**config.mk**
```make
export PLATFORM = sky130hd
export DESIGN_NAME = avst_packet_gen
export DESIGN_NICKNAME = d
export VERILOG_FILES = /design/src/rtl/avst_packet_gen.sv
export SDC_FILE = /design/constraint.sdc
export NUM_CORES = 1
export LEC_CHECK = 0
export CAP_MARGIN = 25
export CORE_AREA = 2 2 120 151
export CTS_BUF_LIST = sky130_fd_sc_hd__clkbuf_4
export CTS_CLUSTER_SIZE = 10
export DETAILED_ROUTE_END_ITERATION = 10
export DIE_AREA = 0 0 122 153
export SLEW_MARGIN = 10
export SYNTH_ARGS = -nofsm -noshare
export SYNTH_HDL_FRONTEND = slang
export SYNTH_SLANG_ARGS = --single-unit
```
**constraint.sdc**
```tcl
create_clock -name clk -period 3 [get_ports clk]
set_clock_uncertainty 0.2 [all_clocks]
set_input_delay 0.3 -clock clk [delete_from_list [all_inputs] [get_ports clk]]
set_output_delay 0.3 -clock clk [all_outputs]
set_load 0.01 [all_outputs]
```
**src/rtl/avst_packet_gen.sv**
```systemverilog
// Avalon-ST packet source: bursts of fixed-length SOP/EOP-framed packets with an
// incrementing or constant payload, valid/ready backpressure and programmable idle gaps.
module avst_packet_gen #(
    parameter int DATA_W        = 32,
    parameter int EMPTY_W       = 2,
    parameter int WORDS_PER_PKT = 163,
    parameter int GAP_CYCLES    = 2,
    parameter int CNT_W         = 16
) (
    input  logic               clk,
    input  logic               rst_n,
    input  logic               start,
    input  logic               abort,
    input  logic [CNT_W-1:0]   num_pkts,
    input  logic               mode,
    input  logic [DATA_W-1:0]  seed,
    output logic [DATA_W-1:0]  src_data,
    output logic               src_valid,
    input  logic               src_ready,
    output logic               src_sop,
    output logic               src_eop,
    output logic [EMPTY_W-1:0] src_empty,
    output logic               busy,
    output logic [CNT_W-1:0]   pkt_count
);

    localparam int BEAT_W = (WORDS_PER_PKT > 1) ? $clog2(WORDS_PER_PKT) : 1;
    localparam int GAP_W  = (GAP_CYCLES > 1) ? $clog2(GAP_CYCLES) : 1;
    localparam logic [BEAT_W-1:0] LAST_BEAT = BEAT_W'(WORDS_PER_PKT - 1);
    localparam logic [GAP_W-1:0]  LAST_GAP  = GAP_W'((GAP_CYCLES > 0) ? GAP_CYCLES - 1 : 0);
    localparam logic ONE_BEAT = (WORDS_PER_PKT == 1) ? 1'b1 : 1'b0;
    localparam logic HAS_GAP  = (GAP_CYCLES > 0) ? 1'b1 : 1'b0;

    typedef enum logic [1:0] {
        ST_IDLE = 2'd0,
        ST_SEND = 2'd1,
        ST_GAP  = 2'd2
    } state_t;

    state_t              state_r, state_s;
    logic [BEAT_W-1:0]   beat_r, beat_s;
    logic [GAP_W-1:0]    gap_r, gap_s;
    logic [CNT_W-1:0]    num_pkts_r, num_pkts_s;
    logic                mode_r, mode_s;
    logic [DATA_W-1:0]   seed_r, seed_s;
    logic                abort_pend_r, abort_pend_s;
    logic [DATA_W-1:0]   data_r, data_s;
    logic                valid_r, valid_s;
    logic                sop_r, sop_s;
    logic                eop_r, eop_s;
    logic                busy_r, busy_s;
    logic [CNT_W-1:0]    pkt_count_r, pkt_count_s;
    logic [CNT_W-1:0]    pkt_inc_s;
    logic                xfer_s;
    logic                stop_s;

    function automatic logic [DATA_W-1:0] beat_payload(
        input logic [DATA_W-1:0] base,
        input logic              const_mode,
        input logic [BEAT_W-1:0] beat
    );
        logic [DATA_W-1:0] val;
        if (const_mode) begin
            val = base;
        end else begin
            val = base + DATA_W'(beat);
        end
        return val;
    endfunction

    // Next-state and next-output computation for the IDLE/SEND/GAP sequencer
    always_comb begin
        state_s      = state_r;
        beat_s       = beat_r;
        gap_s        = gap_r;
        num_pkts_s   = num_pkts_r;
        mode_s       = mode_r;
        seed_s       = seed_r;
        abort_pend_s = abort_pend_r;
        data_s       = data_r;
        valid_s      = valid_r;
        sop_s        = sop_r;
        eop_s        = eop_r;
        pkt_count_s  = pkt_count_r;
        pkt_inc_s    = pkt_count_r + {{(CNT_W-1){1'b0}}, 1'b1};
        xfer_s       = valid_r & src_ready;
        stop_s       = 1'b0;

        case (state_r)
            ST_IDLE: begin
                abort_pend_s = 1'b0;
                valid_s      = 1'b0;
                sop_s        = 1'b0;
                eop_s        = 1'b0;
                if (start && !abort) begin
                    num_pkts_s  = num_pkts;
                    mode_s      = mode;
                    seed_s      = seed;
                    pkt_count_s = {CNT_W{1'b0}};
                    beat_s      = {BEAT_W{1'b0}};
                    data_s      = seed;
                    valid_s     = 1'b1;
                    sop_s       = 1'b1;
                    eop_s       = ONE_BEAT;
                    state_s     = ST_SEND;
                end else begin
                    state_s = ST_IDLE;
                end
            end

            ST_SEND: begin
                if (abort) begin
                    abort_pend_s = 1'b1;
                end else begin
                    abort_pend_s = abort_pend_r;
                end
                if (xfer_s) begin
                    if (beat_r == LAST_BEAT) begin
                        pkt_count_s = pkt_inc_s;
                        // An abort seen on the EOP beat itself also ends the burst here
                        stop_s = abort_pend_r | abort |
                                 ((num_pkts_r != {CNT_W{1'b0}}) && (pkt_inc_s == num_pkts_r));
                        beat_s = {BEAT_W{1'b0}};
                        if (stop_s) begin
                            state_s      = ST_IDLE;
                            abort_pend_s = 1'b0;
                            valid_s      = 1'b0;
                            sop_s        = 1'b0;
                            eop_s        = 1'b0;
                        end else if (HAS_GAP) begin
                            state_s = ST_GAP;
                            gap_s   = {GAP_W{1'b0}};
                            valid_s = 1'b0;
                            sop_s   = 1'b0;
                            eop_s   = 1'b0;
                        end else begin
                            state_s = ST_SEND;
                            data_s  = seed_r;
                            valid_s = 1'b1;
                            sop_s   = 1'b1;
                            eop_s   = ONE_BEAT;
                        end
                    end else begin
                        beat_s = beat_r + {{(BEAT_W-1){1'b0}}, 1'b1};
                        data_s = beat_payload(seed_r, mode_r, beat_s);
                        sop_s  = 1'b0;
                        eop_s  = (beat_s == LAST_BEAT) ? 1'b1 : 1'b0;
                    end
                end else begin
                    state_s = ST_SEND;
                end
            end

            ST_GAP: begin
                valid_s = 1'b0;
                if (abort) begin
                    state_s      = ST_IDLE;
                    abort_pend_s = 1'b0;
                end else if (gap_r == LAST_GAP) begin
                    state_s = ST_SEND;
                    beat_s  = {BEAT_W{1'b0}};
                    data_s  = seed_r;
                    valid_s = 1'b1;
                    sop_s   = 1'b1;
                    eop_s   = ONE_BEAT;
                end else begin
                    gap_s = gap_r + {{(GAP_W-1){1'b0}}, 1'b1};
                end
            end

            default: begin
                state_s      = ST_IDLE;
                abort_pend_s = 1'b0;
                valid_s      = 1'b0;
                sop_s        = 1'b0;
                eop_s        = 1'b0;
            end
        endcase

        busy_s = (state_s != ST_IDLE) ? 1'b1 : 1'b0;
    end

    // State and registered-output update with asynchronous clear
    always_ff @(posedge clk or negedge rst_n) begin
        if (!rst_n) begin
            state_r      <= ST_IDLE;
            beat_r       <= {BEAT_W{1'b0}};
            gap_r        <= {GAP_W{1'b0}};
            num_pkts_r   <= {CNT_W{1'b0}};
            mode_r       <= 1'b0;
            seed_r       <= {DATA_W{1'b0}};
            abort_pend_r <= 1'b0;
            data_r       <= {DATA_W{1'b0}};
            valid_r      <= 1'b0;
            sop_r        <= 1'b0;
            eop_r        <= 1'b0;
            busy_r       <= 1'b0;
            pkt_count_r  <= {CNT_W{1'b0}};
        end else begin
            state_r      <= state_s;
            beat_r       <= beat_s;
            gap_r        <= gap_s;
            num_pkts_r   <= num_pkts_s;
            mode_r       <= mode_s;
            seed_r       <= seed_s;
            abort_pend_r <= abort_pend_s;
            data_r       <= data_s;
            valid_r      <= valid_s;
            sop_r        <= sop_s;
            eop_r        <= eop_s;
            busy_r       <= busy_s;
            pkt_count_r  <= pkt_count_s;
        end
    end

    assign src_data  = data_r;
    assign src_valid = valid_r;
    assign src_sop   = sop_r;
    assign src_eop   = eop_r;
    assign src_empty = {EMPTY_W{1'b0}};
    assign busy      = busy_r;
    assign pkt_count = pkt_count_r;

endmodule

```
# After elaboration in Yosys (flattened, before gate mapping)
# Index checks and enable logic that the tools add are counted.
dict set report op_classes {
  add_sub_neg 4
  n_eq_ne 13
  mux 53
  bitwise 3
  reduce_logical 16
}
# op count
set ops {}
lappend ops {{two-way mux 32 bit} 6}
lappend ops {{one-hot mux 32 bit (3 select lines)} 1}
lappend ops {{two-way mux 16 bit} 3}
lappend ops {{two-way mux 8 bit} 5}
lappend ops {{adder 32 x 8 -> 32 bit} 1}
lappend ops {{one-hot mux 16 bit (2 select lines)} 1}
lappend ops {{two-way mux 1 bit} 25}
lappend ops {{one-hot mux 8 bit (3 select lines)} 1}
lappend ops {{adder 16 x 1 -> 16 bit (second input constant)} 1}
lappend ops {{== test 16 bit} 1}
lappend ops {{== test 8 bit (second input constant)} 2}
lappend ops {{!= test 2 bit (second input constant)} 8}
lappend ops {{nonzero test 16 bit} 1}
lappend ops {{two-way mux 2 bit} 5}
lappend ops {{AND reduction 5 bit} 2}
lappend ops {{adder 8 x 1 -> 8 bit (second input constant)} 1}
lappend ops {{one-hot mux 1 bit (2 select lines)} 3}
lappend ops {{one-hot mux 1 bit (3 select lines)} 2}
lappend ops {{one-hot mux 2 bit (3 select lines)} 1}
lappend ops {{AND reduction 6 bit} 1}
lappend ops {{nonzero test 2 bit} 3}
lappend ops {{AND reduction 2 bit} 2}
lappend ops {{AND reduction 4 bit} 1}
lappend ops {{AND reduction 3 bit} 1}
lappend ops {{9 further kinds} 11}
dict set report word_totals {
  ff_bits 113
  output_inout_bits 54
  word_cells 102
}

# Depth between registers and ports, before layout
dict set report depth {
  ltp_word 10
  mapped_depth 12
  ltp_nobuf 12
}

# Worst setup path after synthesis
# OpenSTA, ideal clock, no wires.
dict set report synth_timing {
  kind {flip-flop to flip-flop}
  from {reg beat_r[2]}
  to {reg data_r[18] (netlist: src_data[18])}
  setup_time_ps 110
  arrival_ps 2880
  required_ps 2690
  path_slack_ps -190
  path_stages_with_launch 13
  n_path_buf 0
  period_less_slack_ps 3190
  cell_sequence {dfrtp_1 -> nand3_1 -> nor3_1 -> nand3_1 -> xnor2_1 -> ha_1 -> o21a_1 -> nor2_1 -> a21o_1 -> or4_1 -> nor3_1 -> xnor2_1 -> o41ai_1}
}
dict set report synth_via {
  elab_chain_cells 6
  word_cells_on_any_way 9
  classes_between {add/sub (2); eq/ne (2); mux (4); reduce/logical (1)}
}
# item line_no
set synth_rtl {}
lappend synth_rtl {{start: declaration} 41} ;# logic [BEAT_W-1:0] beat_r, beat_s;
lappend synth_rtl {{start signal: assignment} 187} ;# beat_r <= {BEAT_W{1'b0}};
lappend synth_rtl {{start signal: assignment} 201} ;# beat_r <= beat_s;
lappend synth_rtl {{adder 8 x 1 -> 8 bit} 144} ;# beat_s = beat_r + {{(BEAT_W-1){1'b0}}, 1'b1};
lappend synth_rtl {{adder 32 x 8 -> 32 bit} 66} ;# val = base + DATA_W'(beat);
lappend synth_rtl {{two-way mux 32 bit} 63} ;# if (const_mode) begin
lappend synth_rtl {{two-way mux 32 bit} 118} ;# if (beat_r == LAST_BEAT) begin
lappend synth_rtl {{two-way mux 32 bit} 117} ;# if (xfer_s) begin
lappend synth_rtl {{one-hot mux 32 bit (3 select lines)} 89} ;# case (state_r)
lappend synth_rtl {{end signal: assignment} 193} ;# data_r <= {DATA_W{1'b0}};
lappend synth_rtl {{end signal: assignment} 207} ;# data_r <= data_s;
lappend synth_rtl {{end: declaration} 47} ;# logic [DATA_W-1:0] data_r, data_s;
# Parallel ways exist; a longest one is shown, timed or not. The select of a mux whose other input is x is not followed.
# A chain may end at the register's enable or synchronous reset.

# Final worst setup path
dict set report layout_timing {
  from {reg beat_r[1]}
  to {reg data_r[12] (netlist: src_data[12])}
}
# Same word-level chain as after synthesis.

==> out/results.tsv <==
metric	value	unit
Clock Path Buffers	2	
status	complete, but fails checks	
CTS tree	done	
Slew HR	52.3	%
maxcap violations	0	
Mean Syn Cell Area	9.26	um^2
Leakage	0.00405	uW
post-DP HPWL	14400	um
Data arrival, critical path	3.40	ns
Synth Register Bits	113	
CP max FO	6	
GR Overflow Total	0	
Synth top area share	41.5	%
Crit-path slowest cell	dfrtp_2	
fill cell count	1605	
crit path kind	flip-flop to flip-flop	
family with the most delay on the worst path	simple AND/OR/NAND/NOR gates	
YS warnings	0	
placed cell area	8510	um^2
post-synthesis sequential area ratio	41.5	%
Detailed Routing Iterations Pass 1	5	
crit path launch type	flip-flop	
Final Core Density	53.0	%
Peak Freq	0.323	GHz
antenna viol nets, final	0	
smallest hold slack	0.0275	ns
Placer Congestion	0.895	
Worst path max stage delay	0.47	ns
violated checks	setup timing	
setup violation total in the final timing report	7	
first-pass GRT wire length	33000	um
die height	153	um
Worst-path clk slew	0.11	ns
minimum clock period	3.09	ns
port bufs	105	
die area	18700	um^2
most used cell, CP	ha_4	
RSZ-0062 raised after global routing	yes	
dominant cell type by area after synthesis	dfrtp_1	
area of the multi-input gates	4040	um^2
Syn Inst Count	736	
Worst Setup End Kind	flip-flop	
insertion delay to the later sink of the worst-skew pair	0.56	ns
CTS Sinks	113	
final period utilization	103	%
I/O pin total	108	
layout cells sized above 1	23.9	%
TritonCTS buffer count	17	
crit-path cells	ha_4, nand3_4, xor2_2, inv_2, ha_4, and2_1, o21ai_1, a21o_4, or3_4, or4_4, o2111ai_2, a22o_1	
fin area	9130	um^2
P per Cell Area	293	nW/um^2
pre-CTS setup slack	-0.229	ns
largest net degree at the start of global routing	53	
Die X	122	um
initial antenna violation count	1	
asr flop ratio synth	100	%
Post-synth EDFFs	0	
worst slew pin tran	0.715	ns
Vias/cell	5.57	
Clk Tree Root Cell	clkbuf_4	
DRC errors left	0	
H-tree depth	4	
Initial Util	39.5	%
HP Class	primary input to async pin	
Synth-to-Final Area Change	34.0	%
post-synth cell types	66	
First DRT Iteration DRCs	415	
WP data required	3.31	ns
vias in the first global route	6305	
global-route usage over all layers	22.4	%
mapped cell area	6810	um^2
Core Area	17200	um^2
CP Buf/Inv Count	1	
Row Count	54	
endpoints failing hold	0	
setup ws final	-0.0932	ns
drt wl/cell	18.0	um
via count	6292	
VDD IR max	213	uV
Total Power	2680	uW
drt total wl	20300	um
Final nets	964	
Synth area leaders	dfrtp_1, mux2_2, nand2_1	
Reg area	2830	um^2
Final Max Slew Viols	0	
top_reg_cell synth	dfrtp_1	
[per-layer routing]
| layer | wire (um) | part of all wire, % | track usage, % | vias to the layer above |
|---|---|---|---|---|
| li1 | - | - | - | 2989 |
| met1 | 8470 | 42 | 28.3 | 3091 |
| met2 | 10200 | 50 | 36.7 | 174 |
| met3 | 1030 | 5.1 | 5.04 | 38 |
| met4 | 592 | 2.9 | 9.52 | 0 |
| met5 | 0 | 0 | 0 | - |
[placed cells by master, fill, tap and decap left out, drive strengths merged, types with 23 or more instances in the layout]
cell / count
dfrtp: 113
clkdlybuf4s50: 104
nand2: 77
buf: 72
nor2: 61
o21ai: 53
mux2: 51
xnor2: 28
nand3: 27
a21oi: 25
inv: 24
nor3: 23
[cell families (layout without fill, tap and decap cells)]
logic type | Yosys count | in the layout | share of synthesized area, %
and+or+nand+nor | 255 | 255 | 18.2
AOI/OAI and AO/OA | 184 | 184 | 18.1
DFF | 113 | 113 | 41.5
buffers and inverters | 66 | 233 | 4.00
muxes | 53 | 53 | 8.72
xor gates and xnor gates | 45 | 45 | 5.79
adders and majority gates | 19 | 19 | 3.60
other | 1 | 3 | 0.0550
[sequential cells by signal, summed over array words and instances (netlist names)]
| signal | flops |
|---|---|
| state_r | 2 |
| mode_r | 1 |
| busy | 1 |
| src_valid | 1 |
| src_sop | 1 |
| num_pkts_r | 16 |
| src_data | 32 |
| seed_r | 32 |
| beat_r | 8 |
| gap_r | 1 |
| abort_pend_r | 1 |
| pkt_count | 16 |
| src_eop | 1 |
[cell usage after synthesis (18+ instances only)]
cell type  instances
nor2_1            61
o21ai_0           52
a21oi_1           24
clkbuf_1          35
nand3_1           27
inv_1             24
nand2_1           77
dfrtp_1          113
xnor2_1           28
mux2_2            51
nor3_1            21
ha_1              18
[worst paths after layout]
check / cells after the start / endpoint / start / slack, ns
setup / recovery: 12 / src_data[12] / beat_r[1] / -0.09
hold / removal: 2 / src_eop / rst_n / 0.03
setup reg to reg: 12 / src_data[12] / beat_r[1] / -0.09
hold reg to reg: 2 / src_data[2] / src_data[2] / 0.28
max in group asynchronous: 3 / num_pkts_r[7] / rst_n / 1.78
min in group clk: 2 / num_pkts_r[8] / num_pkts[8] / 0.15
[report_power, final]
| part | internal [uW] | switching [uW] |
|---|---|---|
| Sequential | 1520 | 0.0000000000000406 |
| Combinational | 65.7 | 52.6 |
| Clock | 425 | 613 |
[worst register-to-register path: stages, from the launching register on]
cell and delay (ns):
dfrtp_2 0.47, ha_4 0.20, nand3_4 0.11, xor2_2 0.16, inv_2 0.06, ha_4 0.28, and2_1 0.15, o21ai_1 0.12
a21o_4 0.26, or3_4 0.39, or4_4 0.42, o2111ai_2 0.09, a22o_1 0.14
[final cells by class]
| class | count | share of cell area, % |
|---|---|---|
| tap | 224 | 3.07 |
| inverter | 24 | 1.01 |
| antenna | 1 | 0.0274 |
| clock buffer | 20 | 1.64 |
| multi-input combinational | 558 | 44.3 |
| clock inverter | 12 | 1.03 |
| sequential | 113 | 31.0 |
| timing repair buffer | 177 | 17.9 |
[through the flow]
step,setup TNS [ns],cells
after floorplan,-0.0601,737
after global placement,-0.601,1081
after detailed placement,-1.85,1081
after CTS,-0.115,1121
after global routing,-2.48,1129
final,-0.304,1129
[timing repair]
action                                  CTS  global route
hold endpoints to repair                113             0
endpoints found under the setup margin   21            27
pin swaps                                16            18
hold buffers                              1             0
setup buffers                             7             6
cloned                                    0             1
gates resized for setup                  26            31
(Power assumes the default switching activity.)
